==> src/rtl/dt_pkg.sv <==
// Shared types and helpers for the seven-segment display time-sharing logic.
package dt_pkg;
  localparam int DT_DIGITS  = 4;
  localparam int DT_DIGIT_W = 4;

  typedef enum logic {IDLE, OWN} dt_arb_state_t;

  function automatic logic [DT_DIGITS*DT_DIGIT_W-1:0] dt_pack(
    input logic [DT_DIGIT_W-1:0] n4,
    input logic [DT_DIGIT_W-1:0] n3,
    input logic [DT_DIGIT_W-1:0] n2,
    input logic [DT_DIGIT_W-1:0] n1
  );
    return {n4, n3, n2, n1};
  endfunction
endpackage

==> src/rtl/dt_arbiter_rr_pick.sv <==
// Combinational round-robin picker: searches from last+1, optionally skipping last itself.
module rr_pick
  import dt_pkg::*;
#(
  parameter int N  = 3,
  parameter int IW = (N > 1) ? $clog2(N) : 1
) (
  input  logic [N-1:0]  req,
  input  logic [IW-1:0] last,
  input  logic          excl_en,
  output logic          found,
  output logic [IW-1:0] idx
);
  logic [IW-1:0] w_cand;
  int            w_sum;

  always_comb begin
    found  = 1'b0;
    idx    = last;
    w_cand = '0;
    w_sum  = 0;
    // k == N wraps back onto last, which excl_en removes from the search
    for (int k = 1; k <= N; k++) begin
      w_sum = int'(last) + k;
      if (w_sum >= N) w_sum = w_sum - N;
      w_cand = IW'(w_sum);
      if (!found && req[w_cand] && !(excl_en && (k == N))) begin
        found = 1'b1;
        idx   = w_cand;
      end
    end
  end
endmodule

==> src/rtl/dt_arbiter.sv <==
// Round-robin display arbiter with a minimum hold time; drives num1..num4 of dt_module.
module dt_arbiter
  import dt_pkg::*;
#(
  parameter int          N_REQ       = 3,
  parameter int          HOLD_CYCLES = 48_000_000,
  parameter logic [15:0] IDLE_NUM    = 16'h0000
) (
  input  logic                       CLK,
  input  logic                       RST,
  input  logic [N_REQ-1:0]           req,
  input  logic [N_REQ*16-1:0]        num_in,
  output logic [N_REQ-1:0]           grant,
  output logic [$clog2(N_REQ)-1:0]   owner,
  output logic                       busy,
  output logic [DT_DIGIT_W-1:0]      num1,
  output logic [DT_DIGIT_W-1:0]      num2,
  output logic [DT_DIGIT_W-1:0]      num3,
  output logic [DT_DIGIT_W-1:0]      num4
);
  localparam int            IW       = $clog2(N_REQ);
  localparam int            HW       = $clog2(HOLD_CYCLES);
  localparam logic [HW-1:0] HOLD_MAX = HW'(HOLD_CYCLES - 1);

  dt_arb_state_t r_state, w_state_nxt;
  logic [IW-1:0]    r_owner, r_ptr, w_idx;
  logic [N_REQ-1:0] r_grant;
  logic [HW-1:0]    r_hold_cnt;
  logic [15:0]      r_nums;
  logic             w_found, w_hold_done, w_load;
  logic [15:0]      w_num_arr [N_REQ];

  for (genvar g = 0; g < N_REQ; g++) begin : g_num
    assign w_num_arr[g] = num_in[16*g +: 16];
  end

  assign w_hold_done = (r_hold_cnt == HOLD_MAX);

  // In OWN the pointer equals the owner, so excluding it rotates away from the owner
  rr_pick #(.N(N_REQ), .IW(IW)) u_pick (
    .req     (req),
    .last    (r_ptr),
    .excl_en (r_state == OWN),
    .found   (w_found),
    .idx     (w_idx)
  );

  always_comb begin
    w_state_nxt = r_state;
    w_load      = 1'b0;
    case (r_state)
      IDLE: if (w_found) begin
        w_state_nxt = OWN;
        w_load      = 1'b1;
      end
      OWN: if (w_hold_done) begin
        if (w_found)             w_load      = 1'b1;
        else if (!req[r_owner])  w_state_nxt = IDLE;
      end
      default: w_state_nxt = IDLE;
    endcase
  end

  always_ff @(posedge CLK) begin
    if (RST) begin
      r_state    <= IDLE;
      r_owner    <= '0;
      r_ptr      <= IW'(N_REQ - 1);
      r_grant    <= '0;
      r_hold_cnt <= '0;
      r_nums     <= IDLE_NUM;
    end else begin
      r_state <= w_state_nxt;
      if (w_load) begin
        r_owner    <= w_idx;
        r_ptr      <= w_idx;
        r_grant    <= N_REQ'(1) << w_idx;
        r_hold_cnt <= '0;
      end else begin
        if (w_state_nxt == IDLE) r_grant <= '0;
        if ((r_state == OWN) && !w_hold_done) r_hold_cnt <= r_hold_cnt + 1'b1;
      end
      // Nums trail grant by one stage and freeze while the owner is not requesting
      if (r_state == IDLE)   r_nums <= IDLE_NUM;
      else if (req[r_owner]) r_nums <= w_num_arr[r_owner];
    end
  end

  assign grant = r_grant;
  assign owner = r_owner;
  assign busy  = (r_state == OWN);
  assign num1  = r_nums[3:0];
  assign num2  = r_nums[7:4];
  assign num3  = r_nums[11:8];
  assign num4  = r_nums[15:12];
endmodule

==> config.mk <==
export PLATFORM = sky130hd
export DESIGN_NAME = dt_arbiter
export DESIGN_NICKNAME = d
export VERILOG_FILES = /design/src/rtl/dt_pkg.sv /design/src/rtl/dt_arbiter_rr_pick.sv /design/src/rtl/dt_arbiter.sv
export SDC_FILE = /design/constraint.sdc
export NUM_CORES = 1
export LEC_CHECK = 0
export BUFFER_PORTS_ARGS = -buffer_cell sky130_fd_sc_hd__buf_2
export CAP_MARGIN = 20
export CORE_UTILIZATION = 25
export CTS_CLUSTER_SIZE = 16
export DETAILED_ROUTE_END_ITERATION = 8
export SLEW_MARGIN = 20
export SYNTH_ARGS = -nofsm -noshare
export SYNTH_HDL_FRONTEND = slang
export SYNTH_SLANG_ARGS = --single-unit
==> constraint.sdc <==
create_clock -name CLK -period 2.5 [get_ports CLK]
set_input_delay 0.375 -clock CLK [delete_from_list [all_inputs] [get_ports CLK]]
set_output_delay 0.375 -clock CLK [all_outputs]
set_load 0.05 [all_outputs]
==> results list <==
* Max capacitance violation total: 0
* CTS Hold Buffers Added: 0
- After the first detailed-routing iteration, the DRC count stood at 133.
- Total internal power: 1.76 mW
- Placeable Area: 10500 um^2
- Post-CTS resize count: 0
- First-pass GRT wire length: 11.4 mm
* Run status: finished, final reports clean
* Post-Synth Simple-Gate Area: 22.7%
- Initial antenna violation count: 0
* Number of synthesized flops with an enable pin: 0
- For this block, the routed nets add up to 6.69 mm of wire.
- After Yosys synthesis, XOR and XNOR cells account for 1.92% of the synthesized area.
- Layout Skew: 0.0110 ns
* Static power due to leakage: 1.32 nW
- Multiplexer fraction of the synthesized cell area: 6.93%
- Dividing total power by cell area gives a power density of 898 nW/um^2.
- The biggest area contributor in the post-synthesis netlist is dfxtp_1.
- Worst voltage drop across the vdd grid: 0.000389 V
- Clk buf depth: 2
* Clock Sink Count: 49
* Tightest Pin Transition: 0.529 ns
* Source-to-sink clock delay at the later pin of the worst-skew pair: 0.30 ns
* Share of the yosys chip area belonging to registers: 35.8%
- Post-detailed-route DRC marker count: 0
- Setup violations remaining at the end of the flow were counted as 0.
- Number of nets in the final layout: 451
* Area share of the leading cell type in the synthesized netlist: 35.8%
- Dividing the detail-routed via count by the number of cells gives 4.94.
* Setup TNS: 0 ns
- Of the total power, combinational logic draws 46.3%.
* Boundary Pins: 75
* Post-DP HPWL: 4.94 mm
* Synthesized instance count: 325
* Fraction of the mapped netlist area in compound gates: 24.7%
- STA classifies the critical path startpoint as a register.
* Clock Root Buffer: clkbuf_8
* Share of post-route cells with drive strength above 1: 27.8%
- Critical path class: register to register
- After synthesis, the share of flip-flops with an asynchronous set or reset is 0%.
- After detailed placement, the design holds a cell count of 523.
- The worst path meets setup with 0.230 ns of slack.
- Once the floorplan was initialized, standard cells occupied 26.2% of the core.
- Number of CTS-inserted buffers: 5
- Setup repair after global routing missed its margin: no
* Share of power burned in the clock network: 22.3%
- 0 antenna diodes ended up in the layout.
- Post-route ant nets: 0
* Crit. End Element: register
- Post-Layout Cell Count: 531
- The min-delay analysis places its worst path in the category primary input to register.
- The floorplan has 37 rows.
- Nets in the synthesized netlist: 382
* Final Max Slew Viols: 0
* CTS clock-pin slew for the worst setup and hold paths: 0.09 ns
- Die area: 11400 um^2
* Distinct cell type count after synthesis: 57
* Max transition margin: 64.5%
* Dominant combinational cell family by area after synthesis: compound AO/OA/AOI/OAI gates
- P_sw: 1.29 mW
- Summed over all layers, the global routing overflow is 0.
- CTS tree: built
- The number of global-route vias before repair came to 2522.
- The largest single stage delay on the critical path is 0.42 ns.
- Dividing the final minimum period by the clock period gives 90.8%.
- Cell area after placement: 3250 um^2
- Cell area after layout: 3390 um^2
* Most used DFF post-synth: dfxtp_1
- Fmax: 0.441 GHz
- Summing every instance area after synthesis gives 2740 um^2.
- Across all layers, the routed design uses 2622 vias.
* Depth of the CTS H-tree: 2
* Flop and latch count out of synthesis: 49
- Ranked by total cell area, the synthesized netlist is headed by dfxtp_1 (36%), a21oi_1 (7.3%), mux2i_1 (6.9%).
- Minimum period implied by the final worst setup slack: 2.27 ns
- During placement, the flow inserted port buffers numbering 74.
- Final-layout fill cell count: 1151
* Chain of cells forming the critical path: buf_4 -> ha_1 -> nor2b_1 -> nor3_1 -> o21bai_1 -> a21o_1 -> buf_12 -> a21oi_1
* Placer Congestion: 0.782
* Post-layout util: 32.4%
- Pin count of the biggest net entering global routing: 33
- Fraction of power consumed by sequential logic: 31.4%
- Worst Setup Slack post-DPL: 0.240 ns
* Total GRT Usage: 12.3%
- In this run the horizontal extent of the chip is 107 um.
- Along the worst path, the maximum fanout reaches 26.
* Adder-cell share of the synthesized area: 1.82%
- Layout overhead on the synthesized area: 23.6%
* Wire per inst: 12.6 um
- Final total power: 3.04 mW
- A synthesized cell averages 8.44 um^2.
- The number of setup buffers added after CTS is 0.
- The largest individual stage delay along the critical path comes from the cell nor3_1.
- Die height: 107 um
- Crit path DAT: 2.50 ns
- The number of failing hold endpoints at the final stage was 0.
- Share of total power consumed by net switching: 42.3%
- Number of warnings issued by yosys: 0
- Minimum hold slack: 0.346 ns
* Required @ worst endpoint: 2.73 ns
- The first TritonRoute pass finished after 4 iterations.
layout make-up:
class | instances | area, um^2 | share of cell area, %
tap | 136 | 170 | 5.02
inverter | 10 | 37.5 | 1.11
clock inverter | 3 | 68.8 | 2.03
multi-input combinational | 243 | 1600 | 47.2
clock buffer | 5 | 68.8 | 2.03
timing repair buffer | 85 | 465 | 13.7
sequential | 49 | 981 | 28.9
power groups by stage:
stage	combinational, mW	sequential, mW	clock, mW
CTS	1.41	0.959	0.704
floorplan	0.816	1.26	0
global placement	1.40	0.975	0
detailed placement	1.41	0.976	0
global route	1.55	0.974	0.736
finish	1.41	0.957	0.679
synth_stat cells (3+ instances only):
library cell	number
o31ai_1	12
nor3_1	5
clkbuf_1	10
o211ai_1	4
xor2_1	4
a21oi_1	40
dfxtp_1	49
buf_2	6
mux2i_1	19
o21ai_0	11
o2bb2ai_1	3
buf_4	3
nor2b_1	3
and3_2	3
ha_1	4
or3_1	8
inv_1	10
nand3_1	5
nand4_1	5
nand2_1	11
nor2_1	39
a211oi_1	17
or4_1	10
critical path: cells and delay by family, from the launching register on:
family | cells | cell delay [ns]
AOI/OAI and AO/OA | 3 | 0.50
adders and majority gates | 1 | 0.32
and+or+nand+nor | 2 | 0.51
DFF | 1 | 0.34
buffers and inverters | 2 | 0.52
layer usage:
| layer | track usage, % | part of all wire (%) | vias up |
|---|---|---|---|
| li1 | - | - | 1353 |
| met1 | 14.6 | 46 | 1190 |
| met2 | 21.7 | 48 | 73 |
| met3 | 3.47 | 5.4 | 6 |
| met4 | 3.42 | 0.97 | 0 |
| met5 | 0 | 0 | - |
final timing paths:
check              endpoint     start  slack [ns]  depth (start not counted)
min reg2reg        grant[2]  grant[2]        0.47                          1
max reg2reg  r_hold_cnt[19]  owner[0]        0.23                          8
min                    busy       RST        0.35                          2
max          r_hold_cnt[19]  owner[0]        0.23                          8
cell families (layout without fill, tap and decap cells):
group | count (synthesis) | after routing
AND/OR/NAND/NOR | 109 | 109
adder cells (fa/ha/maj) | 4 | 4
multiplexers | 19 | 19
flip-flops | 49 | 49
XOR/XNOR | 6 | 6
buffers and inverters | 33 | 103
AO/OA/AOI/OAI | 105 | 105
state kept, by name, summed over array words and instances, names as in the netlist:
| signal | count |
|---|---|
| busy | 1 |
| grant | 3 |
| owner | 2 |
| r_hold_cnt | 26 |
| r_nums | 16 |
| r_ptr | 1 |
layout by cell type (no fill, tap or decap), drive strengths merged, types with 7 or more instances in the layout:
cell type	count
o21ai	12
buf	85
nand4	7
mux2i	19
o31ai	12
a211oi	17
nor2	39
or4	11
a21oi	41
dfxtp	49
or3	9
inv	11
nand2	11
Note: power is estimated with default switching activity, not from simulation.
